**src/rtl/pkt_stream_dispatcher.sv**
```systemverilog
// Packet stream dispatcher: maps a flow key to a stream ID through a fully-associative
// table. It then emits load_state, the packet bytes and eop with fixed spacing for the DFA wrappers.
module pkt_stream_dispatcher #(
  parameter int NUM_STREAMS = 64,
  parameter int ID_W        = 6,
  parameter int KEY_W       = 32,
  parameter int LOAD_GAP    = 2,
  parameter int EOP_DELAY   = 4,
  parameter bit DEFAULT_EN  = 1'b1
) (
  input  logic             clk,
  input  logic             rst,
  input  logic             in_vld,
  output logic             in_rdy,
  input  logic [7:0]       in_data,
  input  logic             in_sop,
  input  logic             in_eop,
  input  logic [KEY_W-1:0] in_key,
  input  logic             cfg_wr,
  input  logic [ID_W-1:0]  cfg_id,
  input  logic             cfg_en,
  output logic [7:0]       char_in,
  output logic             char_in_vld,
  output logic             load_state,
  output logic             new_stream_id,
  output logic [ID_W-1:0]  stream_id,
  output logic             enable,
  output logic             eop,
  output logic [15:0]      pkt_cnt,
  output logic [15:0]      evict_cnt
);

  typedef enum logic [2:0] {S_IDLE, S_LOOKUP, S_LOAD, S_GAP, S_STREAM, S_DRAIN} state_t;

  state_t                 state_q, state_d;
  logic [7:0]             cnt_q, cnt_d;
  logic [KEY_W-1:0]       key_q, key_d;
  logic [7:0]             hold_data_q, hold_data_d;
  logic                   hold_eop_q, hold_eop_d;
  logic [KEY_W-1:0]       key_tab_q [NUM_STREAMS];
  logic [KEY_W-1:0]       key_tab_d [NUM_STREAMS];
  logic [NUM_STREAMS-1:0] vld_tab_q, vld_tab_d;
  logic [NUM_STREAMS-1:0] en_tab_q, en_tab_d;
  logic [ID_W-1:0]        alloc_ptr_q, alloc_ptr_d;

  logic [7:0]             char_in_q, char_in_d;
  logic                   char_in_vld_q, char_in_vld_d;
  logic                   load_state_q, load_state_d;
  logic                   new_stream_id_q, new_stream_id_d;
  logic [ID_W-1:0]        stream_id_q, stream_id_d;
  logic                   enable_q, enable_d;
  logic                   eop_q, eop_d;
  logic [15:0]            pkt_cnt_q, pkt_cnt_d;
  logic [15:0]            evict_cnt_q, evict_cnt_d;

  logic                   hit;
  logic [ID_W-1:0]        hit_idx;
  logic                   gap_done;
  logic                   in_rdy_c;

  // Descending scan so the lowest matching index is the one left standing.
  always_comb begin
    hit     = 1'b0;
    hit_idx = '0;
    for (int i = NUM_STREAMS - 1; i >= 0; i--) begin
      if (vld_tab_q[i] && (key_tab_q[i] == key_q)) begin
        hit     = 1'b1;
        hit_idx = ID_W'(i);
      end
    end
  end

  // A beat transfers on a cycle where in_vld && in_rdy are both high. in_rdy depends
  // combinationally on in_vld in IDLE. In IDLE it is held low during the eop cycle so the next sop lands after it.
  always_comb begin
    state_d         = state_q;
    cnt_d           = cnt_q;
    key_d           = key_q;
    hold_data_d     = hold_data_q;
    hold_eop_d      = hold_eop_q;
    key_tab_d       = key_tab_q;
    vld_tab_d       = vld_tab_q;
    en_tab_d        = en_tab_q;
    alloc_ptr_d     = alloc_ptr_q;
    char_in_d       = char_in_q;
    char_in_vld_d   = 1'b0;
    load_state_d    = 1'b0;
    new_stream_id_d = new_stream_id_q;
    stream_id_d     = stream_id_q;
    enable_d        = enable_q;
    eop_d           = 1'b0;
    pkt_cnt_d       = pkt_cnt_q;
    evict_cnt_d     = evict_cnt_q;
    in_rdy_c        = 1'b0;
    gap_done        = 1'b0;

    if (cfg_wr) en_tab_d[cfg_id] = cfg_en;

    case (state_q)
      S_IDLE: begin
        in_rdy_c = in_vld && !eop_q;
        if (in_vld && !eop_q && in_sop) begin
          key_d       = in_key;
          hold_data_d = in_data;
          hold_eop_d  = in_eop;
          state_d     = S_LOOKUP;
        end
      end
      S_LOOKUP: begin
        load_state_d = 1'b1;
        state_d      = S_LOAD;
        if (hit) begin
          stream_id_d     = hit_idx;
          new_stream_id_d = 1'b0;
          enable_d        = en_tab_q[hit_idx];
        end else begin
          stream_id_d            = alloc_ptr_q;
          new_stream_id_d        = 1'b1;
          enable_d               = DEFAULT_EN;
          key_tab_d[alloc_ptr_q] = key_q;
          vld_tab_d[alloc_ptr_q] = 1'b1;
          en_tab_d[alloc_ptr_q]  = DEFAULT_EN;
          alloc_ptr_d            = alloc_ptr_q + 1'b1;
          if (vld_tab_q[alloc_ptr_q]) evict_cnt_d = evict_cnt_q + 16'd1;
        end
      end
      S_LOAD: begin
        cnt_d = '0;
        if (LOAD_GAP == 0) gap_done = 1'b1;
        else               state_d  = S_GAP;
      end
      S_GAP: begin
        cnt_d = cnt_q + 8'd1;
        if (cnt_q == 8'(LOAD_GAP - 1)) gap_done = 1'b1;
      end
      S_STREAM: begin
        in_rdy_c = 1'b1;
        if (in_vld) begin
          char_in_d     = in_data;
          char_in_vld_d = 1'b1;
          if (in_eop) begin
            cnt_d   = '0;
            state_d = S_DRAIN;
          end
        end
      end
      S_DRAIN: begin
        cnt_d = cnt_q + 8'd1;
        if (cnt_q == 8'(EOP_DELAY - 1)) begin
          eop_d     = 1'b1;
          pkt_cnt_d = pkt_cnt_q + 16'd1;
          state_d   = S_IDLE;
        end
      end
      default: state_d = S_IDLE;
    endcase

    // The held sop byte goes out first; a single-byte packet drains straight away.
    if (gap_done) begin
      char_in_d     = hold_data_q;
      char_in_vld_d = 1'b1;
      cnt_d         = '0;
      state_d       = hold_eop_q ? S_DRAIN : S_STREAM;
    end
  end

  always_ff @(posedge clk) begin
    key_tab_q <= key_tab_d;
    if (rst) begin
      state_q         <= S_IDLE;
      cnt_q           <= '0;
      key_q           <= '0;
      hold_data_q     <= '0;
      hold_eop_q      <= 1'b0;
      vld_tab_q       <= '0;
      en_tab_q        <= {NUM_STREAMS{DEFAULT_EN}};
      alloc_ptr_q     <= '0;
      char_in_q       <= '0;
      char_in_vld_q   <= 1'b0;
      load_state_q    <= 1'b0;
      new_stream_id_q <= 1'b0;
      stream_id_q     <= '0;
      enable_q        <= 1'b0;
      eop_q           <= 1'b0;
      pkt_cnt_q       <= '0;
      evict_cnt_q     <= '0;
    end else begin
      state_q         <= state_d;
      cnt_q           <= cnt_d;
      key_q           <= key_d;
      hold_data_q     <= hold_data_d;
      hold_eop_q      <= hold_eop_d;
      vld_tab_q       <= vld_tab_d;
      en_tab_q        <= en_tab_d;
      alloc_ptr_q     <= alloc_ptr_d;
      char_in_q       <= char_in_d;
      char_in_vld_q   <= char_in_vld_d;
      load_state_q    <= load_state_d;
      new_stream_id_q <= new_stream_id_d;
      stream_id_q     <= stream_id_d;
      enable_q        <= enable_d;
      eop_q           <= eop_d;
      pkt_cnt_q       <= pkt_cnt_d;
      evict_cnt_q     <= evict_cnt_d;
    end
  end

  assign in_rdy        = in_rdy_c && !rst;
  assign char_in       = char_in_q;
  assign char_in_vld   = char_in_vld_q;
  assign load_state    = load_state_q;
  assign new_stream_id = new_stream_id_q;
  assign stream_id     = stream_id_q;
  assign enable        = enable_q;
  assign eop           = eop_q;
  assign pkt_cnt       = pkt_cnt_q;
  assign evict_cnt     = evict_cnt_q;

endmodule
```
**config.mk**
```make
export PLATFORM = sky130hd
export DESIGN_NAME = pkt_stream_dispatcher
export DESIGN_NICKNAME = d
export VERILOG_FILES = /design/src/rtl/pkt_stream_dispatcher.sv
export SDC_FILE = /design/constraint.sdc
export NUM_CORES = 2
export LEC_CHECK = 0
export CORE_UTILIZATION = 60
export CTS_BUF_LIST = sky130_fd_sc_hd__clkbuf_8
export CTS_CLUSTER_SIZE = 28
export DETAILED_ROUTE_END_ITERATION = 7
export DONT_BUFFER_PORTS = 1
export PLACE_DENSITY = 0.81
export SLEW_MARGIN = 40
export SYNTH_ARGS = -nofsm -noshare
export SYNTH_HDL_FRONTEND = slang
export SYNTH_SLANG_ARGS = --single-unit
export TNS_END_PERCENT = 50
```
**constraint.sdc**
```tcl
create_clock -name clk -period 8.9 [get_ports clk]
set_input_delay 0.89 -clock clk [delete_from_list [all_inputs] [get_ports clk]]
set_output_delay 0.89 -clock clk [all_outputs]
set_load 0.1 [all_outputs]
```
==> impl_summary.log <==
INFO  metric die_x = 418 um
INFO  metric final_tns_setup = 0 ns
INFO  metric hold_viol_final = 0
INFO  metric tightest_slew_margin_relative_to_the_limit = approximately 33%
INFO  metric overflow = 0
INFO  metric total_number_of_nets_in_the_final_design = 7942
INFO  metric floorplan.initialDensity = 60.4%
INFO  metric unrepaired_setup_endpoints_after_global_routing = no
INFO  metric timing.critical_path.slowest_stage_cell = sky130_fd_sc_hd__dfxtp_4
INFO  metric synth_mux_area_share = 1.27%
INFO  metric first_global_vias = 66600
INFO  metric grt_start_max_net_pins = roughly 220
INFO  metric port-buffer-count = 0
INFO  metric ys_ff_latch = roughly 2300
INFO  metric synth-warning-count = 0
INFO  metric antenna_left = 0
INFO  metric drtIter0Drc = approximately 10000
INFO  metric share_seq_of_total_power = roughly half
INFO  metric cp.arrival = around 7.5 ns
INFO  metric setup.reg_to_reg.worst_slack = 2.29 ns
INFO  metric routed_wl = between 300 and 400 mm
INFO  metric synth.cell_area = 0.104 mm^2
INFO  metric timing_worst_slew_pin_value = 0.990 ns
INFO  metric finalCritPeriodShare = 74.2%
INFO  metric synth_xor_area_share = 17.5%
INFO  metric drc = 0
INFO  metric synth_fa_ha_area_share = 0.0604%
INFO  metric yosys_most_used_dff = sky130_fd_sc_hd__edfxtp_1
INFO  metric net-switching-power = 7340 uW
INFO  metric clock_tree.buffer_depth = 4
INFO  metric achievable-frequency = about 150 MHz
INFO  metric internal_power = 17800 uW
INFO  metric wl_per_cell = just under 30 um
INFO  metric worst_r2r_startpoint = key_q[18]
INFO  metric synth.avg_cell_area = 13.8 um^2
INFO  metric grt_use_total = a little over a third
INFO  metric worst-setup-path-type = flop to flop
INFO  metric route.detailed.vias_per_inst = ~6.5
INFO  metric main_combinational_cell_family_by_area_after_synthesis = XOR/XNOR gates
INFO  metric gp_routability_congestion = 1.02
INFO  metric outcome = completed
INFO  metric grt_antenna_before_repair = 12
INFO  metric final-max-slew-violation-count = 0
INFO  metric tritoncts_num_sinks = 2285
INFO  metric htree_levels = 5
INFO  metric synth.largest_area_cell = sky130_fd_sc_hd__edfxtp_1
INFO  metric leading_cell_types_by_total_area_after_synthesis = sky130_fd_sc_hd__edfxtp_1 (59%), sky130_fd_sc_hd__xor2_1 (12%), sky130_fd_sc_hd__xnor2_1 (5.9%)
INFO  metric clock_insertion_delay_worst_skew = 1.12 ns
INFO  metric synthSimpleGateAreaFrac = 12.8%
INFO  metric clock_tree.root_cell = sky130_fd_sc_hd__clkbuf_8
INFO  metric worst-path-max-fanout = 55
INFO  metric critical_path.top_delay_family = simple AND/OR/NAND/NOR gates
INFO  metric rows = 152
INFO  metric critical_path.n_buffers_inverters = 1
INFO  metric power.share.clock = 35.5%
INFO  metric p_leak = approximately 0.040 uW
INFO  metric power_density = 218 mW/mm^2
INFO  metric hold_class = input pin to flop
INFO  metric clk_pin_slew_worst_paths = ~0.06 ns
INFO  metric share_of_the_synthesized_area_in_compound_gates_ao_oa_aoi_oai = 1.91%
INFO  metric worst_setup_path_start_kind = flop
INFO  metric worstSetupPathDepth = 16
INFO  metric synth_top_area_share = roughly 59%
INFO  metric postSynthNetCount = around 7600
INFO  metric min_delay_worst_endpoint = key_q[29]
INFO  metric timing.critical_path.to_type = flop
INFO  metric first_pass_grt_wire_length = 448 mm
INFO  metric finalCriticalPeriod = ~6.6 ns
INFO  metric worst_skew = 0.129 ns
INFO  metric design.portCount = 105
INFO  metric finalSetupViolations = 0
INFO  metric worst-endpoint-required = 9.82 ns
INFO  metric irDropWorstVdd = 0.187 mV
INFO  metric maxCapViolCount = 0
INFO  metric layout-drive-gt1-share = 12.9%
INFO  metric min-delay-start = in_key[29]
INFO  metric filler_cells_inserted = 11800
INFO  metric firstDrtPassIters = 8
INFO  metric synthToLayoutAreaGrowth = 11.2%
INFO  metric design.die.area = 0.174 mm^2
INFO  metric crit_chain = buf_12, xor2_1, nor4b_1, nand4_1, nor4_1, o21ai_0, a21oi_1, nand2_1, or4b_1, o22a_1, mux2i_1, or4_1, nand3_1, or4_1, o211ai_1, a21oi_1
INFO  metric crit_path_max_incr_delay = 0.91 ns
INFO  metric synth.distinct_cells = 90
INFO  metric synth_edf_count = 2048
INFO  metric reg2reg_depth = 16
INFO  metric fin_worst_hold_slack = 0.0525 ns
INFO  metric tritoncts = yes
INFO  metric synthCells = about 7500
INFO  metric regToRegEndpoint = enable
INFO  metric cts_buffers = 377
INFO  metric place_hpwl = 194 mm
INFO  metric power.combinational.fraction = 14.3%
INFO  metric p_sw_share = 29.2%
INFO  metric synth_seq_area_share = 63.9%
INFO  metric number_of_cells_on_the_worst_hold_path = 2
INFO  metric via_count = 68100
INFO  metric die_h = 418 um
INFO  metric ys_async_sr_fraction = 0%
INFO  metric cts.repair_timing.setup_buffer_count = 0
INFO  metric fp.coreArea = between 0.15 and 0.2 mm^2
## repair_timing
action,4_1_cts,5_1_grt
gates resized for setup,0,0
hold endpoints to repair,215,0
hold buffers,32,0
## cell type report
| type | instances | area (um^2) | share of cell area [%] |
|---|---|---|---|
| Sequential cell | 2285 | 66400 | 57.6 |
| Multi-Input combinational cell | 4876 | 35200 | 30.5 |
| Clock buffer | 428 | 5890 | 5.11 |
| Timing Repair Buffer | 295 | 3380 | 2.93 |
| Tap cell | 2310 | 2890 | 2.51 |
| Clock inverter | 246 | 1280 | 1.11 |
| Inverter | 49 | 184 | 0.160 |
| Antenna cell | 11 | 27.5 | 0.0239 |
## worst reg2reg max path: stages (launching register included)
cell and delay (ns):
sky130_fd_sc_hd__dfxtp_4 0.91, sky130_fd_sc_hd__buf_12 0.37, sky130_fd_sc_hd__xor2_1 0.34, sky130_fd_sc_hd__nor4b_1 0.32, sky130_fd_sc_hd__nand4_1 0.14, sky130_fd_sc_hd__nor4_1 0.85
sky130_fd_sc_hd__o21ai_0 0.35, sky130_fd_sc_hd__a21oi_1 0.75, sky130_fd_sc_hd__nand2_1 0.09, sky130_fd_sc_hd__or4b_1 0.54, sky130_fd_sc_hd__o22a_1 0.46, sky130_fd_sc_hd__mux2i_1 0.27
sky130_fd_sc_hd__or4_1 0.14, sky130_fd_sc_hd__nand3_1 0.09, sky130_fd_sc_hd__or4_1 0.56, sky130_fd_sc_hd__o211ai_1 0.20, sky130_fd_sc_hd__a21oi_1 0.09
## cells in the final DEF, fill, tap and decap left out, drive strengths merged, types with 49 or more instances in the layout
| master | count |
|---|---|
| edfxtp | 2048 |
| xor2 | 1376 |
| xnor2 | 699 |
| nor4 | 631 |
| clkbuf | 429 |
| nand2 | 363 |
| nand4 | 358 |
| nor2 | 336 |
| buf | 264 |
| dfxtp | 237 |
| inv | 176 |
| nand3 | 141 |
| nor3 | 140 |
| clkinv | 107 |
| a21oi | 93 |
| or3 | 86 |
| mux2 | 73 |
| nand4b | 65 |
| o21ai | 51 |
| mux2i | 49 |
## worst max path at each step
stage | startpoint | end | slack, ns
6_report | key_q[18] | enable | 2.29
4_1_cts | key_q[18] | enable | 2.54
2_1_floorplan | key_q[31] | key_tab_q[736] | 2.33
3_5_place_dp | key_q[17] | enable | 2.65
5_1_grt | key_q[18] | enable | 2.32
3_3_place_gp | key_q[17] | enable | 2.67
## metal layers
metal  global-route usage, %  routed length, um
met5                       0                 80
met4                    19.8              19500
met3                    6.78              35400
met2                    54.0             140000
met1                    47.4             116000
## flip-flops by register name, summed over array words and instances, names as in the netlist
register / cells
key_tab_q: 2048
en_tab_q: 64
vld_tab_q: 64
key_q: 32
evict_cnt: 16
pkt_cnt: 16
char_in: 8
cnt_q: 8
hold_data_q: 8
alloc_ptr_q: 6
stream_id: 6
state_q: 3
char_in_vld: 1
enable: 1
eop: 1
hold_eop_q: 1
load_state: 1
new_stream_id: 1
## synth_stat cells, types with 5 or more instances
cell type	n
sky130_fd_sc_hd__a2111o_1	6
sky130_fd_sc_hd__a2111oi_0	5
sky130_fd_sc_hd__a211o_1	8
sky130_fd_sc_hd__a211oi_1	17
sky130_fd_sc_hd__a21boi_0	9
sky130_fd_sc_hd__a21o_1	5
sky130_fd_sc_hd__a21oi_1	93
sky130_fd_sc_hd__a311oi_1	6
sky130_fd_sc_hd__a31oi_1	7
sky130_fd_sc_hd__and2_1	21
sky130_fd_sc_hd__and3_1	22
sky130_fd_sc_hd__buf_2	39
sky130_fd_sc_hd__buf_4	114
sky130_fd_sc_hd__buf_6	79
sky130_fd_sc_hd__buf_8	5
sky130_fd_sc_hd__clkbuf_1	76
sky130_fd_sc_hd__dfxtp_1	237
sky130_fd_sc_hd__edfxtp_1	2048
sky130_fd_sc_hd__ha_1	5
sky130_fd_sc_hd__inv_1	48
sky130_fd_sc_hd__mux2_2	73
sky130_fd_sc_hd__mux2i_1	49
sky130_fd_sc_hd__nand2_1	363
sky130_fd_sc_hd__nand2b_1	35
sky130_fd_sc_hd__nand3_1	140
sky130_fd_sc_hd__nand3b_1	16
sky130_fd_sc_hd__nand4_1	358
sky130_fd_sc_hd__nand4b_1	65
sky130_fd_sc_hd__nor2_1	336
sky130_fd_sc_hd__nor2b_1	20
sky130_fd_sc_hd__nor3_1	139
sky130_fd_sc_hd__nor3b_1	13
sky130_fd_sc_hd__nor4_1	626
sky130_fd_sc_hd__nor4_2	5
sky130_fd_sc_hd__nor4b_1	41
sky130_fd_sc_hd__o211ai_1	6
sky130_fd_sc_hd__o21ai_0	49
sky130_fd_sc_hd__o21ba_2	6
sky130_fd_sc_hd__o22ai_1	17
sky130_fd_sc_hd__or2_2	20
sky130_fd_sc_hd__or3_1	86
sky130_fd_sc_hd__or3b_2	16
sky130_fd_sc_hd__or4_1	40
sky130_fd_sc_hd__xnor2_1	697
sky130_fd_sc_hd__xor2_1	1376
## cells by family after synthesis
group | count (synthesis)
flip-flops | 2285
multiplexers | 122
XOR/XNOR | 2075
adder cells (fa/ha/maj) | 5
AO/OA/AOI/OAI | 292
buffers and inverters | 369
AND/OR/NAND/NOR | 2382
## through the flow
step	instances	cell area [um^2]	power [uW]	util [%]	setup slack (ns)
2_1_floorplan	7530	104000	14900	-	2.33
3_3_place_gp	9749	107000	16200	62.3	2.67
3_5_place_dp	9780	108000	16300	62.8	2.65
4_1_cts	10500	115000	25100	67.1	2.54
5_1_grt	10500	115000	25800	67.2	2.32
6_report	10500	115000	25200	67.2	2.29
## power by group through the flow
stage               clock, uW  sequential [uW]  combinational (uW)
detailed placement          0            12900                3430
global placement            0            12800                3360
CTS                      8960            12600                3500
floorplan                   0            12700                2270
finish                   8930            12600                3600
global route             9400            12600                3750
No activity file was read; power rests on OpenSTA's default activity.
